<file path="src/rtl/mplier_seq16x16_pkg.sv">
// Shared definitions for the sequential limb multiplier: limb width, FSM states, counter sizing.
package mplier_seq16x16_pkg;

    localparam int LIMB_W = 8;

    // Encoding 2'd3 is unused and returns to ST_IDLE.
    typedef enum logic [1:0] {
        ST_IDLE = 2'd0,
        ST_MUL  = 2'd1,
        ST_DONE = 2'd2
    } state_t;

    function automatic int cnt_w(input int limbs);
        return (limbs > 1) ? $clog2(limbs) : 1;
    endfunction

endpackage

</file>
<file path="src/rtl/mplier_seq16x16_mplieru8x8.sv">
// Combinational unsigned 8x8 multiplier shared by the sequential wide multiplier.
module mplieru8x8 (
    output logic [15:0] product,
    input  logic [7:0]  a,
    input  logic [7:0]  b
);

    assign product = 16'(a) * 16'(b);

endmodule

</file>
<file path="src/rtl/mplier_seq16x16.sv">
// Multi-cycle unsigned OPW x OPW multiplier: one 8x8 partial product per cycle, shift-accumulated.
module mplier_seq16x16
    import mplier_seq16x16_pkg::*;
#(
    parameter int OPW = 16
) (
    input  logic             clk,
    input  logic             rst_n,
    input  logic             in_valid,
    output logic             in_ready,
    input  logic [OPW-1:0]   in_a,
    input  logic [OPW-1:0]   in_b,
    output logic             out_valid,
    input  logic             out_ready,
    output logic [2*OPW-1:0] out_product,
    output logic             busy
);

    localparam int L  = OPW / LIMB_W;
    localparam int IW = cnt_w(L);
    localparam logic [IW-1:0] LAST = IW'(L - 1);

    if ((OPW % LIMB_W) != 0 || OPW < LIMB_W) begin : g_bad_opw
        $error("mplier_seq16x16: OPW must be a multiple of 8 and at least 8");
    end

    state_t            state;
    logic [IW-1:0]     i, j;
    logic [OPW-1:0]    a_r, b_r;
    logic [2*OPW-1:0]  acc;
    logic [LIMB_W-1:0] a_limb, b_limb;
    logic [15:0]       pp;
    logic [2*OPW-1:0]  pp_sh;
    logic [2*OPW-1:0]  acc_next;

    always_comb begin
        a_limb   = LIMB_W'(a_r >> (LIMB_W * int'(i)));
        b_limb   = LIMB_W'(b_r >> (LIMB_W * int'(j)));
        pp_sh    = (2*OPW)'(pp) << (LIMB_W * (int'(i) + int'(j)));
        acc_next = acc + pp_sh;
    end

    mplieru8x8 u_mul (
        .product (pp),
        .a       (a_limb),
        .b       (b_limb)
    );

    // Combinational in out_ready so a retiring result and a new accept share one edge.
    assign in_ready = (state == ST_IDLE) || ((state == ST_DONE) && out_ready);
    assign busy     = (state != ST_IDLE);

    always_ff @(posedge clk or negedge rst_n) begin
        if (!rst_n) begin
            state       <= ST_IDLE;
            i           <= '0;
            j           <= '0;
            a_r         <= '0;
            b_r         <= '0;
            acc         <= '0;
            out_valid   <= 1'b0;
            out_product <= '0;
        end else begin
            case (state)
                ST_IDLE: begin
                    if (in_valid) begin
                        a_r   <= in_a;
                        b_r   <= in_b;
                        acc   <= '0;
                        i     <= '0;
                        j     <= '0;
                        state <= ST_MUL;
                    end
                end
                ST_MUL: begin
                    acc <= acc_next;
                    if (j == LAST) begin
                        j <= '0;
                        if (i == LAST) begin
                            i           <= '0;
                            out_valid   <= 1'b1;
                            out_product <= acc_next;
                            state       <= ST_DONE;
                        end else begin
                            i <= i + 1'b1;
                        end
                    end else begin
                        j <= j + 1'b1;
                    end
                end
                ST_DONE: begin
                    if (out_ready) begin
                        out_valid <= 1'b0;
                        if (in_valid) begin
                            a_r   <= in_a;
                            b_r   <= in_b;
                            acc   <= '0;
                            i     <= '0;
                            j     <= '0;
                            state <= ST_MUL;
                        end else begin
                            state <= ST_IDLE;
                        end
                    end
                end
                default: state <= ST_IDLE;
            endcase
        end
    end

endmodule
</file>
<file path="config.mk">
export PLATFORM = sky130hd
export DESIGN_NAME = mplier_seq16x16
export DESIGN_NICKNAME = d
export VERILOG_FILES = /design/src/rtl/mplier_seq16x16_pkg.sv /design/src/rtl/mplier_seq16x16_mplieru8x8.sv /design/src/rtl/mplier_seq16x16.sv
export SDC_FILE = /design/constraint.sdc
export NUM_CORES = 1
export LEC_CHECK = 0
export ABC_CLOCK_PERIOD_IN_PS = 14200
export BUFFER_PORTS_ARGS = -buffer_cell sky130_fd_sc_hd__buf_2
export CAP_MARGIN = 20
export CORE_AREA = 2 2 153 117
export DETAILED_ROUTE_END_ITERATION = 8
export DIE_AREA = 0 0 155 119
export PLACE_DENSITY = 0.67
export SLEW_MARGIN = 20
export SYNTH_ARGS = -nofsm -noshare
export SYNTH_HDL_FRONTEND = slang
export SYNTH_HIERARCHICAL = 1
export SYNTH_SLANG_ARGS = --single-unit
</file>
<file path="constraint.sdc">
create_clock -name clk -period 14.2 [get_ports clk]
set_clock_uncertainty 0.2 [all_clocks]
set_input_delay 2.84 -clock clk [delete_from_list [all_inputs] [get_ports clk]]
set_output_delay 2.84 -clock clk [all_outputs]
set_load 0.02 [all_outputs]
</file>
# Word level (Yosys, flattened, before mapping)
# Index checks and enable logic that the tools add are counted.
dict set report classes {
  eq_ne 6
  mux 28
  n_mul 1
  n_reduce_logical 13
  add_sub_neg 4
  shift 3
}
# operator n
set ops {}
lappend ops {{$pmux W32 S3} 1}
lappend ops {{$mux W16} 4}
lappend ops {{$mux W32} 2}
lappend ops {{$pmux W16 S2} 2}
lappend ops {{$add A32 B32 Y32} 1}
lappend ops {{$shl A16 B5 Y32} 1}
lappend ops {{$shr A16 B4 Y8} 2}
lappend ops {{$mul A8 B8 Y16} 1}
lappend ops {{$mux W1} 11}
lappend ops {{$mux W2} 4}
lappend ops {{$ne A2 B2 Y1 const B} 4}
lappend ops {{$reduce_and A4 Y1} 2}
lappend ops {{$pmux W1 S3} 2}
lappend ops {{$pmux W2 S3} 1}
lappend ops {{$reduce_and A3 Y1} 2}
lappend ops {{$reduce_bool A2 Y1} 3}
lappend ops {{$reduce_and A2 Y1} 2}
lappend ops {{$reduce_bool A3 Y1} 1}
lappend ops {{$add A1 B1 Y1 const B} 2}
lappend ops {{$add A1 B1 Y2} 1}
lappend ops {{$eq A2 B1 Y1 const B} 1}
lappend ops {{$eq A2 B2 Y1 const B} 1}
lappend ops {{$logic_not A2 Y1} 1}
lappend ops {{$pmux W1 S2} 1}
lappend ops {{other kinds (2)} 2}
dict set report word_totals {
  input_bits 36
  regBits 101
  word_cells 63
  out_inout_bits 35
}

# Longest topological paths before layout
dict set report depth {
  ltp_word 5
  depth_mapped 28
  ltp_nobuf 26
}

# By module
# The synthesis kept the hierarchy.
# mod seq_area_each_um2 instances cells_per_inst area_each_um2
set by_module_without_submodules {}
lappend by_module_without_submodules {mplier_seq16x16 2527.4 1 721 6207.2}
lappend by_module_without_submodules {mplieru8x8 0.0 1 243 2125.8}

# Least setup slack after synthesis
# OpenSTA, ideal clock, no wires.
dict set report synth_path {
  kind {register to register}
  startpoint {reg j}
  endpoint {reg acc[29]}
  setup_slack_ps 7083
  path_stages_with_launch 26
  setup_ps 121
  n_path_buf 2
  synth_period_minus_slack_ps 7117
  t_arrival_ps 6796
  required_time_ps 13879
  cell_sequence {dfrtp_1 > clkbuf_1 > mux2_2 > and2_1 > fa_1 > fa_1 > fa_1 > inv_1 > fa_1 > inv_1 > ha_1 > a211o_1 > o22a_1 > and3_1 > a211oi_2 > mux2i_1 > nor2_1 > ha_1 > buf_2 > o21ai_0 > o211ai_2 > a221oi_4 > nor2_2 > o32a_1 > or3_1 > a32o_2}
}
dict set report synth_via {
  elab_chain_cells 5
  elab_cells_between_ends 6
  classes_between {add/sub: 2; mul: 1; shift: 2; mux: 1}
}
# element line
set synth_rtl {}
lappend synth_rtl {{start, declared} mplier_seq16x16.sv:28} ;# logic [IW-1:0] i, j;
lappend synth_rtl {{start signal, assigned} mplier_seq16x16.sv:88} ;# j <= j + 1'b1;
lappend synth_rtl {{$shr A16 B4 Y8} mplier_seq16x16.sv:38} ;# b_limb = LIMB_W'(b_r >> (LIMB_W * int'(j)));
lappend synth_rtl {{named net b_limb[6]} mplier_seq16x16.sv:31} ;# logic [LIMB_W-1:0] a_limb, b_limb;
lappend synth_rtl {{$mul A8 B8 Y16} mplier_seq16x16_mplieru8x8.sv:8} ;# assign product = 16'(a) * 16'(b);
lappend synth_rtl {{named net pp[15]} mplier_seq16x16.sv:32} ;# logic [15:0] pp;
lappend synth_rtl {{$shl A16 B5 Y32} mplier_seq16x16.sv:39} ;# pp_sh = (2*OPW)'(pp) << (LIMB_W * (int'(i) + int'(j)));
lappend synth_rtl {{$add A32 B32 Y32} mplier_seq16x16.sv:40} ;# acc_next = acc + pp_sh;
lappend synth_rtl {{$pmux W32 S3} mplier_seq16x16.sv:64} ;# case (state)
lappend synth_rtl {{end signal, assigned} mplier_seq16x16.sv:76} ;# acc <= acc_next;
lappend synth_rtl {{end, declared} mplier_seq16x16.sv:30} ;# logic [2*OPW-1:0] acc;
# The timed path passes the listed nets, and every way through them passes these cells.
# A chain may end at the register's enable or synchronous reset.

# Worst setup path after layout
# Same ends and word-level chain as after synthesis.

==> flow_metrics.py <==
metrics = {
    "global_routing": {
        "grt_max_degree": 63,
        "use_met2_pct": 32.33,
        "grt_use_met1_pct": 37.72,
        "antenna_found_initial": 0,
        "grt_use_total_pct": 23.79,
        "overflow": 0,
        "met3_usage_pct": 6.405,
        "grt_pass1_wl_um": 35050,
        "busiest_layer": "met1",
        "grt_pass1_vias": 6750,
    },
    "setup_path": {
        "worstSetupEndpointType": "flip-flop",
        "arrival_ns": 7.82,
        "cp.required_ns": 14.25,
        "start_kind": "flip-flop",
        "cp_slowest_cell": "dfrtp_1",
        "path_class": "reg2reg",
        "r2r_cells": 24,
        "crit_path_cell_trace": "mux2_2 > and2_1 > fa_1 > fa_1 > fa_1 > inv_1 > fa_1 > inv_1 > ha_1 > a21oi_1 > o21ai_1 > nor4_1 > a21oi_1 > xor2_1 > mux2i_1 > nor2_1 > ha_1 > a211oi_4 > o211ai_2 > a221oi_4 > nor2_2 > o32a_1 > or3_1 > a32o_2",
        "worst_path_most_repeated_cell": "fa_1",
        "slowest_delay_ns": 0.70,
        "path_max_fanout": 15,
    },
    "timing": {
        "max_freq_mhz": 128.8,
        "worst_pin_slew_ns": 0.6993,
        "layout_min_cycle_time_ns": 7.766,
        "max_slew_margin_pct": 53.38,
        "setup_slack_ns": 6.434,
        "setup_viol": 0,
        "fin_tns_setup_ns": 0,
        "report.final.hold_viol_count": 0,
        "final-max-slew-violation-count": 0,
        "rsz0062_at_grt": "no",
        "finalCritPeriodShare_pct": 54.69,
    },
    "die": {
        "start_util_pct": 48.49,
        "core_area_um2": 17180,
        "ios": 71,
        "num_rows": 42,
        "die_w_um": 155,
        "die_area_um2": 18450,
        "die_h_um": 119,
    },
    "synthesis": {
        "ys_seq_area_share_pct": 30.33,
        "synthArstFlopShare_pct": 100.0,
        "synth_nets": 1106,
        "syn_area_per_cell_um2": 8.644,
        "syn_area_um2": 8333,
        "synthMuxAreaShare_pct": 3.243,
        "ys_warn_count": 6,
        "yosys.area_share.simple_pct": 23.92,
        "synth_xor_area_share_pct": 3.574,
        "synth_compound_area_share_pct": 15.12,
        "synth_top_family_by_area": "simple AND/OR/NAND/NOR gates",
        "synth.distinct_cells": 70,
        "synthAdderAreaFrac_pct": 19.25,
        "syn_inst": 964,
        "synth_flop_cell": "dfrtp_1",
        "yosys_register_bits": 101,
        "synth_edf_count": 0,
    },
    "clock_tree": {
        "postCtsSetupBuffers": 0,
        "hold_buffers": 0,
        "cts_tree": "done",
        "clkLatencyLatePin_ns": 0.37,
        "clock-root-buffer": "clkbuf_16",
        "htreeDepth": 3,
        "path_clk_slew_ns": 0.08,
        "cts_num_sinks": 101,
        "ctsResizeCount": 0,
        "numCtsBuffers": 9,
        "cts_max_path_buffers": 2,
    },
    "placed_design": {
        "portBuffers": 70,
        "place_ws_ns": 6.544,
        "gp_congestion": 0.9679,
        "dp_hpwl_um": 16050,
    },
    "run_status": {
        "outcome": "finished clean",
    },
    "route": {
        "dr.first_iter.drc_count": 459,
        "wl_per_cell_um": 17.09,
        "drc": 0,
        "ant_nets": 0,
        "dr.pass1.iters": 5,
        "vias_per_cell": 5.694,
        "wl_um": 21140,
        "vias": 7044,
    },
    "layout": {
        "antenna_cells": 0,
        "final_common_cell": "nand2_1",
        "n_fill_cell": 1576,
        "drive_gt1_share_pct": 12.98,
        "nNetsFinal": 1154,
        "area_growth_pct": 10.09,
        "multi_input_comb_area_um2": 5441,
        "utilization_pct": 53.39,
        "regArea_um2": 2527,
        "final_cell_mix": "187 x nand2_1, 101 x dfrtp_1, 69 x ha_1, 69 x buf_2, 66 x and2_1",
    },
    "worst_hold_path": {
        "whs_path_depth": 2,
        "hold_class": "reg2reg",
    },
    "job": {
        "maxCapViolCount": 0,
    },
}
==> state kept, by name, indices dropped and copies added, names as in the netlist <==
signal       count
acc             32
b_r             16
out_product     32
j                1
a_r             16
state            2
out_valid        1
i                1
==> kinds of logic (layout without fill, tap and decap cells) <==
| family | Yosys count | after routing |
|---|---|---|
| simple gates | 412 | 412 |
| fa+ha+maj | 106 | 106 |
| buf+inv | 99 | 152 |
| mux | 25 | 25 |
| xor+xnor | 34 | 34 |
| compound gates | 187 | 187 |
| flops | 101 | 101 |
==> worst paths after layout <==
| check | from | end | slack, ns |
|---|---|---|---|
| max reg2reg | j$_DFFE_PN0P_ | acc[29]$_DFFE_PN0P_ | 6.43 |
| min reg2reg | b_r[15]$_DFFE_PN0P_ | b_r[15]$_DFFE_PN0P_ | 0.27 |
| min in group asynchronous | rst_n | acc[6]$_DFFE_PN0P_ | 2.28 |
| min | b_r[15]$_DFFE_PN0P_ | b_r[15]$_DFFE_PN0P_ | 0.27 |
| max in group asynchronous | rst_n | out_product[24]$_DFFE_PN0P_ | 10.40 |
| max | j$_DFFE_PN0P_ | acc[29]$_DFFE_PN0P_ | 6.43 |
==> per-layer routing <==
layer  routed length, um  part of all wire [%]
met5                   0                     0
met1               10890                    52
met3                1866                   8.8
met2                8153                    39
met4                 227                   1.1
==> area by class of cell <==
| cell class | count | share of cell area, % |
|---|---|---|
| sequential | 101 | 27.55 |
| timing repair buffer | 78 | 4.583 |
| clock inverter | 6 | 0.6819 |
| clock buffer | 10 | 2.496 |
| inverter | 58 | 2.373 |
| multi-input combinational | 764 | 59.32 |
| tap | 220 | 3.001 |
==> worst max-delay path: cells and delay by family (launching register included) <==
kind | cells | cell delay (ns)
AOI/OAI and AO/OA | 8 | 1.88
xor gates and xnor gates | 1 | 0.24
adders and majority gates | 6 | 2.86
buffers and inverters | 2 | 0.09
DFF | 1 | 0.70
muxes | 2 | 0.62
and+or+nand+nor | 5 | 1.05
==> cell usage after synthesis, types with 10 or more instances <==
| cell type | n | share of area (%) |
|---|---|---|
| xor2_1 | 18 | 1.9 |
| clkbuf_1 | 36 | 1.6 |
| o21ai_1 | 13 | 0.78 |
| mux2_2 | 16 | 2.2 |
| inv_1 | 58 | 2.6 |
| and3_1 | 10 | 0.75 |
| fa_1 | 37 | 8.9 |
| xnor2_1 | 16 | 1.7 |
| and2_1 | 66 | 5.0 |
| o21ai_0 | 57 | 3.4 |
| nand3_1 | 39 | 2.3 |
| nor3_1 | 15 | 0.90 |
| a21oi_1 | 31 | 1.9 |
| nand4_1 | 14 | 1.1 |
| dfrtp_1 | 101 | 30 |
| nor2b_1 | 16 | 1.2 |
| nand2_1 | 188 | 8.5 |
| nor2_1 | 35 | 1.6 |
| ha_1 | 69 | 10 |
| a21o_1 | 13 | 1.2 |
==> metrics by stage <==
step                hold slack (ns)  cell area, um^2  instances
floorplan                    0.2401             8333        964
global placement             0.2559             8867       1220
detailed placement           0.2569             8867       1220
CTS                          0.2751             9159       1236
global route                 0.2991             9174       1237
finish                       0.2690             9174       1237
Power is not shown: default switching activity piles up to over one toggle a cycle in this logic, so the estimate is an artifact.
